`src/rtl/tester_gtx_sat_cnt.sv`:
```
// tester_gtx_sat_cnt: W-bit counter, increment by 0/1/2, saturating or wrapping, with synchronous clear that wins.
module tester_gtx_sat_cnt #(
  parameter int W = 16,
  parameter bit SAT = 1'b1
) (
  input  logic         usrclk,
  input  logic         usrrst_n,
  input  logic         i_clr,
  input  logic [1:0]   i_inc,
  output logic [W-1:0] o_cnt
);
  logic [W:0]   w_sum;
  logic [W-1:0] r_cnt;
  assign w_sum = {1'b0, r_cnt} + (W+1)'(i_inc);
  assign o_cnt = r_cnt;
  always_ff @(posedge usrclk or negedge usrrst_n)
    if (!usrrst_n) r_cnt <= '0;
    else r_cnt <= i_clr ? '0 : (SAT && w_sum[W]) ? '1 : w_sum[W-1:0];
endmodule

```
`config.mk`:
```
export PLATFORM = sky130hd
export DESIGN_NAME = tester_gtx_sat_cnt
export DESIGN_NICKNAME = d
export VERILOG_FILES = /design/src/rtl/tester_gtx_sat_cnt.sv
export SDC_FILE = /design/constraint.sdc
export NUM_CORES = 1
export LEC_CHECK = 0
export CAP_MARGIN = 20
export CELL_PAD_IN_SITES_DETAIL_PLACEMENT = 1
export CELL_PAD_IN_SITES_GLOBAL_PLACEMENT = 1
export CORE_UTILIZATION = 35
export CTS_BUF_LIST = sky130_fd_sc_hd__clkbuf_4
export DETAILED_ROUTE_END_ITERATION = 10
export PLACE_DENSITY = 0.85
export SYNTH_ARGS = -nofsm -noshare
export SYNTH_HDL_FRONTEND = slang
export SYNTH_SLANG_ARGS = --single-unit
```
`constraint.sdc`:
```
create_clock -name usrclk -period 1.9 [get_ports usrclk]
set_input_delay 0.19 -clock usrclk [delete_from_list [all_inputs] [get_ports usrclk]]
set_output_delay 0.19 -clock usrclk [all_outputs]
set_load 0.05 [all_outputs]
```
==> flow_summary_export.csv, run 1 <==
group,metric,value,unit
detailed_routing,vias_per_cell,5.471,
global_routing,grt-ovfl-total,0,
floorplanning,initial_core_util,38.83,%
floorplanning,core_area,0.002297,mm^2
synthesis,synth-async-reset-ratio,100.0,%
critical_path,crit_required,2050,ps
timing,worst_slew_pin_slew,629.3,ps
critical_path,worst-path-max-fanout,4,
timing,setup_viol,0,
final_layout,fin_cells,140,
detailed_routing,drc,0,
clocking,clk_latency,290,ps
synthesis,synth_area_leaders,"dfrtp_1, a21oi_1, xnor2_1",
synthesis,ys_top_cells_by_count,"dfrtp_1, a21oi_1, inv_1, xnor2_1",
clocking,clock_sinks,16,
timing,tns,0,ps
global_routing,grt_max_degree,17,
timing,period_share,98.24,%
synthesis,synth_seq_area_share,44.88,%
detailed_routing,dr.pass1.iters,4,
critical_path,arrival,2020,ps
clocking,hold_buffers,0,
final_layout,multi_input_area,509.2,um^2
synthesis,syn-cell-area,892.1,um^2
timing,whs,216.8,ps
pwr,p_per_area,552.0,mW/mm^2
floorplanning,rows,17,
final_layout,syn_to_final_growth,40.11,%
critical_path,cp-end-kind,"register",
timing,slew_headroom,57.92,%
pwr,vdd_ir_drop_max,0.0004335,V
floorplanning,fp.dieW,52.49,um
timing,skew,4.720,ps
synthesis,syn_area_per_cell,10.62,um^2
synthesis,ys_ff_latch,16,
placed_design,io_buffers,20,
timing,maxSlewViolCount,0,
clocking,cts_tree,"built",
global_routing,grt_use_total,19.21,%
outcome,status,"completed",
critical_path,start_kind,"primary input",
placed_design,gp_congestion,0.7831,
floorplanning,die_h,52.49,um
synthesis,ys.flop_type,"dfrtp_1",
placed_design,dpl.hpwl,1645,um
final_layout,drive_gt1_share,24.11,%
detailed_routing,ant_nets,0,
final_layout,largest_reg_flops,16,
critical_path,critPathKind,"primary input to register",
pwr,p_leak,0.5496,nW
pwr,finalPower,0.6899,mW
timing,final-hold-violation-count,0,
clocking,clkSlewWorstSetupHoldPaths,90,ps
timing,rsz0062_at_grt,"yes",
timing,layout_min_cycle_time,1867,ps
global_routing,grt_pass1_wl,3746,um
final_layout,utilization,54.41,%
detailed_routing,vias,766,
global_routing,grt_pass1_vias,812,
synthesis,yosysTopAreaCell,"dfrtp_1",
final_layout,nFillCells,256,
final_layout,antennaDiodeCount,0,
timing,finalWorstSetupSlack,33.46,ps
detailed_routing,post_drt_wl_per_cell,16.39,um
run,maxCapViolCount,0,
final_layout,regArea,402.9,um^2
synthesis,syn_nets,92,
clocking,cts_buffer_depth,2,
synthesis,synth_edf_count,0,
clocking,cts_htree_levels,1,
floorplanning,pin_count,21,
synthesis,synth.top_cell.area_share,44.88,%
placed_design,place_inst,135,
synthesis,synth_most_common_cell,"dfrtp_1",
timing,timing.fmax,535.8,MHz
clocking,root_buffer,"clkbuf_4",
global_routing,antenna_found_initial,0,
floorplanning,die_area,0.002755,mm^2
synthesis,netlist_instances,84,
final_layout,nets,121,
placed_design,place_ws,-381.3,ps
synthesis,synth_cell_type_count,31,
hold_path,min_path_type,"primary input to asynchronous set/reset pin",
detailed_routing,drt_iter0_markers,6,
placed_design,placed_cell_area,0.001190,mm^2
detailed_routing,drt-total-wl,2294,um
synthesis,yosys_warnings,0,
final_layout,fin_area,0.001250,mm^2
clocking,cts-buffers-inserted,3,
==> layout make-up <==
class	instances	share of cell area, %
Timing Repair Buffer	27	20.32
Sequential cell	16	32.23
Multi-Input combinational cell	59	40.74
Tap cell	28	2.803
Inverter	6	1.802
Clock buffer	3	1.802
Clock inverter	1	0.3003
==> layout by cell type, fill, tap and decap left out, types with 2 or more instances in the layout <==
master            n
xnor2_1           6
nand3_1           2
buf_4             8
nor4_1            2
clkbuf_4          3
nand2_1           4
xor2_1            4
a21oi_1          12
clkdlybuf4s50_1  17
dfrtp_1          14
a311oi_1          2
dfrtp_2           2
a31oi_1           4
inv_1             5
nand3_4           2
nand4_1           3
==> metal layers <==
layer	GRT usage, %	part of all wire (%)
met1	22.69	43
met2	34.81	53
met3	2.899	3.6
met4	6.579	0.44
met5	0	0
==> power by group <==
group          total, mW  leakage (nW)  internal (mW)  switching, mW
registers          0.369         0.218          0.351         0.0181
clock network      0.183        0.0154         0.0764          0.107
logic              0.137         0.316         0.0526         0.0846
==> worst paths after layout <==
path | from | cells past startpoint | to | slack, ps
max in group asynchronous | usrrst_n | 2 | o_cnt[1] | 1490
min reg2reg | o_cnt[14] | 2 | o_cnt[12] | 650
max reg2reg | o_cnt[0] | 8 | o_cnt[14] | 50
min | usrrst_n | 2 | o_cnt[13] | 220
max | i_inc[0] | 9 | o_cnt[14] | 30
min in group usrclk | o_cnt[14] | 2 | o_cnt[12] | 650
==> critical path: stages <==
cell and delay (ps):
clkdlybuf4s50_1 500, ha_4 150, inv_2 40, fa_2 340
nand3b_4 200, nor3_4 200, buf_6 140, nand4_1 80
nor3b_2 170
==> kinds of logic after synthesis <==
| kind of cell | synth area share (%) |
|---|---|
| AOI/OAI and AO/OA | 13.46 |
| xor gates and xnor gates | 9.817 |
| adders and majority gates | 5.049 |
| buffers and inverters | 3.926 |
| DFF | 44.88 |
| and+or+nand+nor | 22.86 |
==> repair_timing <==
item                                    CTS  global route
gates resized for setup                   3             2
pin swaps                                 1             2
endpoints found under the setup margin   14             8
setup buffers                             0             1
(Power assumes the default switching activity.)
==> run 2, diff against run 1 <==
--- a/config.mk
+++ b/config.mk
@@ -15,3 +15,4 @@
 export SYNTH_ARGS = -nofsm -noshare
 export SYNTH_HDL_FRONTEND = slang
 export SYNTH_SLANG_ARGS = --single-unit
+export TNS_END_PERCENT = 10
==> flow_summary_export.csv, run 2 (synthesis gave the netlist of run 1 again) <==
group,metric,value,unit
detailed_routing,vias_per_cell,5.727,
pwr,clkPwrFrac,29.4,%
placed_design,dpl.hpwl,1726,um
final_layout,drive_gt1_share,21.62,%
timing,period_share,100.1,%
clocking,cts_buffer_depth,2,
critical_path,crit_chain,"ha_4, inv_2, fa_2, nand3b_4, nor3_4, buf_12, nand3_4, a21oi_1",
outcome,violations,"setup timing",
pwr,p_sw_share,30.14,%
critical_path,crit_family,"simple AND/OR/NAND/NOR gates",
critical_path,start_kind,"register",
global_routing,grt-ovfl-total,0,
critical_path,crit_cells,8,
timing,layout_min_cycle_time,1902,ps
final_layout,antennaDiodeCount,0,
final_layout,mostFrequentLayoutCell,"clkdlybuf4s50_1",
run,maxCapViolCount,0,
global_routing,antenna_found_initial,0,
critical_path,arrival,2110,ps
final_layout,largest_reg_flops,16,
pwr,p_per_area,571.4,mW/mm^2
hold_path,min_path_type,"primary input to asynchronous set/reset pin",
critical_path,r2r-end,"o_cnt[13]",
timing,final-hold-violation-count,0,
pwr,finalPower,0.7135,mW
timing,setup_viol,1,
pwr,p_int,0.4985,mW
placed_design,place_ws,-451.7,ps
pwr,p_leak,0.5368,nW
timing,finalWorstSetupSlack,-2.316,ps
critical_path,worst-path-buf-inv,2,
detailed_routing,drt-total-wl,2529,um
floorplanning,die_h,52.49,um
critical_path,critPathKind,"register to register",
pwr,power.switching,0.2150,mW
critical_path,regToRegStartpoint,"o_cnt[0]",
critical_path,crit_required,2110,ps
detailed_routing,post_drt_wl_per_cell,18.19,um
final_layout,syn_to_final_growth,39.97,%
pwr,power_frac_seq,51.8,%
critical_path,cp_slowest_stage_delay,400,ps
floorplanning,pin_count,21,
detailed_routing,vias,796,
global_routing,grt_pass1_wl,3912,um
clocking,cts_tree,"built",
timing,timing.fmax,525.7,MHz
floorplanning,initial_core_util,38.83,%
clocking,hold_buffers,0,
clocking,clk_latency,290,ps
timing,slew_headroom,58.02,%
placed_design,gp_congestion,0.8327,
critical_path,worst-path-max-fanout,7,
clocking,cts-buffers-inserted,3,
timing,rsz0062_at_grt,"yes",
floorplanning,rows,17,
clocking,cts_htree_levels,1,
timing,maxSlewViolCount,0,
critical_path,r2r_cells,8,
floorplanning,die_area,0.002755,mm^2
final_layout,nFillCells,256,
clocking,root_buffer,"clkbuf_4",
pwr,vdd_ir_drop_max,0.0003516,V
timing,worst_slew_pin_slew,627.7,ps
global_routing,grt_use_total,19.89,%
global_routing,grt_pass1_vias,781,
final_layout,layout_common_cells,"clkdlybuf4s50_1, dfrtp_1, a21oi_1",
detailed_routing,drt_iter0_markers,12,
critical_path,critPathSlowestCell,"dfrtp_2",
floorplanning,fp.dieW,52.49,um
clocking,clkSlewWorstSetupHoldPaths,110,ps
detailed_routing,drc,0,
detailed_routing,ant_nets,0,
final_layout,nets,120,
placed_design,io_buffers,20,
final_layout,utilization,54.36,%
pwr,p_comb_share,18.8,%
global_routing,grt_max_degree,17,
clocking,clock_sinks,16,
timing,skew,14.79,ps
critical_path,rrSetupSlack,-2,ps
detailed_routing,dr.pass1.iters,4,
floorplanning,core_area,0.002297,mm^2
critical_path,cp-end-kind,"register",
outcome,status,"complete, but fails checks",
==> run 2: cell types whose count changed in the layout (fill, tap and decap cells not counted), sizes merged <==
cell / delta
buf: -2
clkbuf: +1
clkinv: -1
nand3: +1
==> run 2: how the worst max path moves through the flow <==
stage | startpoint | end | slack (ps)
3_3_place_gp | i_inc[0] | o_cnt[13] | -330
3_5_place_dp | i_inc[0] | o_cnt[1] | -450
5_1_grt | o_cnt[0] | o_cnt[13] | -90
6_report | o_cnt[0] | o_cnt[13] | -2
2_1_floorplan | o_cnt[0] | o_cnt[6] | -140
4_1_cts | i_inc[0] | o_cnt[12] | 1
==> run 2: cell type report <==
type,count,area (um^2),share of cell area [%]
clock buffer,4,30.03,2.405
multi-input combinational,60,510.5,40.88
tap,28,35.03,2.806
timing repair buffer,25,247.7,19.84
inverter,6,22.52,1.804
sequential,16,402.9,32.26
==> run 2: routing by layer <==
metal  global-route usage, %  up-vias  share of wire (%)
li1                        -      363                  -
met1                   25.82      405                 43
met2                   33.54       22                 53
met3                   2.029        6                2.4
met4                   7.895        0                2.1
met5                       0        -                  0
==> run 2: repair_timing <==
action	CTS	global route
pin swaps	1	3
buffers inserted	0	1
resized for setup	1	4
setup endpoints to repair	14	15
cloned	0	1
==> run 2: per-stage QoR <==
stage,TNS [ps],hold WS (ps),cell area [um^2],cells
after floorplan,-1627,-105.6,924.6,84
after global placement,-4597,557.7,1166,133
after detailed placement,-6112,564.6,1166,133
after CTS,0,248.9,1204,137
after global routing,-589.5,263.7,1249,139
final,-2.316,229.9,1249,139
==> run 2: power by group through the flow <==
stage	logic, mW	registers [mW]	clock network (mW)
floorplan	0.0459	0.409	0
global placement	0.132	0.375	0
detailed placement	0.135	0.376	0
CTS	0.135	0.370	0.209
global route	0.146	0.371	0.230
finish	0.134	0.369	0.210
==> edit: new RTL, settings of run 2 <==
Set the parameter `SAT` to 1'b0 (it was 1'b1).
--- a/src/rtl/tester_gtx_sat_cnt.sv
+++ b/src/rtl/tester_gtx_sat_cnt.sv
@@ -1,7 +1,7 @@
 // tester_gtx_sat_cnt: W-bit counter, increment by 0/1/2, saturating or wrapping, with synchronous clear that wins.
 module tester_gtx_sat_cnt #(
   parameter int W = 16,
-  parameter bit SAT = 1'b1
+  parameter bit SAT = 1'b0
 ) (
   input  logic         usrclk,
   input  logic         usrrst_n,
Behaviour: no difference found for any inputs over 10 cycles, from zero or initial values and one cycle with usrrst_n low; that may be too few to reach the edited logic, so the function may still have changed.
==> edit against run 2 <==
Register-to-register slack better by 0.15 ns. Setup slack better by 0.11 ns. Critical path depth is 7 lower. Sequential cell count stayed put. Area after synthesis is 11% lower. Highest routed layer unchanged. Critical endpoint is now o_cnt[6]. Power is 6.6% lower. Non-clock buffer count is 2 lower. Final area is 14% lower. Routed wire length is 30% lower. Core utilization is 1.9 points lower.
==> edit: results (changes against run 2) <==
.. list-table::
   :header-rows: 1

   * - Metric
     - Value
   * - Largest cells by area after synthesis
     - sky130_fd_sc_hd__dfrtp_1 (51%), sky130_fd_sc_hd__xor2_1 (6.6%), sky130_fd_sc_hd__nor2_1 (5.7%), sky130_fd_sc_hd__xnor2_1 (5.5%), sky130_fd_sc_hd__nand4_1 (4.0%) (was sky130_fd_sc_hd__dfrtp_1 (45%), sky130_fd_sc_hd__a21oi_1 (7.3%), sky130_fd_sc_hd__xnor2_1 (5.9%), sky130_fd_sc_hd__xor2_1 (3.9%), sky130_fd_sc_hd__a31oi_1 (2.8%))
   * - Transition at the pin with the smallest max-transition slack
     - 0.6119 ns (was 0.6277 ns)
   * - Endpoint of the lowest-slack register-to-register path
     - o_cnt[6]$_DFF_PN0_ (was o_cnt[13]$_DFF_PN0_)
   * - Post-synthesis compound-gate area fraction
     - 0.05063 (was 0.1346)
   * - Internal reg-to-reg setup slack
     - 0.15 ns (was -0.002 ns)
   * - Number of global-route vias before repair
     - 652 (was 781)
   * - Outcome
     - finished, final reports clean (was finished, violations left)
   * - Max VDD drop
     - 0.4141 mV (was 0.3516 mV)
   * - Estimated wirelength of the detail-placed design
     - 1.293 mm (was 1.726 mm)
   * - Synth Area in Adders
     - 0.05696 (was 0.05049)
   * - Net total in the final layout
     - 111 (was 120)
   * - Routability congestion estimate from global placement
     - 0.7048 (was 0.8327)
   * - Post-Synthesis Net Count
     - 84 (was 92)
   * - First-pass iteration count of the detailed router
     - 3 (was 4)
   * - Routed via count
     - 668 (was 796)
   * - Top cells by instance count after synthesis
     - sky130_fd_sc_hd__dfrtp_1 (16), sky130_fd_sc_hd__nor2_1 (12), sky130_fd_sc_hd__xor2_1 (6) (was sky130_fd_sc_hd__dfrtp_1 (16), sky130_fd_sc_hd__a21oi_1 (13), sky130_fd_sc_hd__inv_1 (6), sky130_fd_sc_hd__xnor2_1 (6))
   * - Layout fillers
     - 247 (was 256)
   * - P_int
     - 0.0004731 W (was 0.0004985 W)
   * - Worst r2r path cells
     - 7 (was 8)
   * - Sequential area share after synthesis
     - 0.5063 (was 0.4488)
   * - Gr usage total
     - 0.1702 (was 0.1989)
   * - Number of distinct library cell variants in the gate-level netlist after synthesis
     - 24 (was 31)
   * - Highest cell delay on the worst timing path
     - 0.85 ns (was 0.40 ns)
   * - Post-CTS sizing
     - 0 (was 1)
   * - Cell with the largest stage delay on the worst path
     - sky130_fd_sc_hd__clkdlybuf4s50_1 (was sky130_fd_sc_hd__dfrtp_2)
   * - Signal arrival time at the worst endpoint
     - 1.60 ns (was 2.11 ns)
## edit: how the worst max path moves through the flow
| stage | startpoint | slack [ns] | endpoint |
|---|---|---|---|
| finish | o_cnt[6]$_DFF_PN0_ | 0.11 | o_cnt[6] |
| global route | o_cnt[10]$_DFF_PN0_ | 0.03 | o_cnt[10] |
| CTS | o_cnt[10]$_DFF_PN0_ | 0.1 | o_cnt[10] |
| detailed placement | i_inc[0] | -0.08 | o_cnt[14]$_DFF_PN0_ |
| global placement | i_inc[0] | -0.03 | o_cnt[12]$_DFF_PN0_ |
| floorplan | o_cnt[1]$_DFF_PN0_ | 0.01 | o_cnt[12]$_DFF_PN0_ |
## edit: stage by stage
stage                     area, um^2  instances  setup WS, ns  total power (W)  hold slack (ns)
final                           1071        129        0.1112        0.0006665           0.1729
after global placement          1045        125      -0.02725        0.0004868           0.4861
after floorplan                792.0         76       0.01122        0.0004345          -0.1056
after CTS                       1071        129       0.09672        0.0006785           0.1841
after global routing            1071        129       0.03114        0.0007103           0.1819
after detailed placement        1045        125      -0.08023        0.0004895           0.5076
## edit: area by class of cell
type / count / area share
sequential: 16 / 0.3750
multi-input combinational: 59 / 0.3610
timing repair buffer: 23 / 0.2079
tap: 27 / 0.03154
clock buffer: 3 / 0.02103
clock inverter: 1 / 0.003505
## edit: power by group through the flow
stage / Sequential [W] / Combinational [W] / Clock (W)
after global placement: 0.000369 / 0.000118 / 0
final: 0.000363 / 0.000120 / 0.000184
after floorplan: 0.000404 / 0.0000309 / 0
after detailed placement: 0.000370 / 0.000119 / 0
after global routing: 0.000366 / 0.000132 / 0.000212
after CTS: 0.000364 / 0.000122 / 0.000193
## edit: metal layers
metal	track usage	wire length, um
met1	0.2402	845
met2	0.2477	828
met3	0.03086	65
met4	0.08571	42
met5	0	0
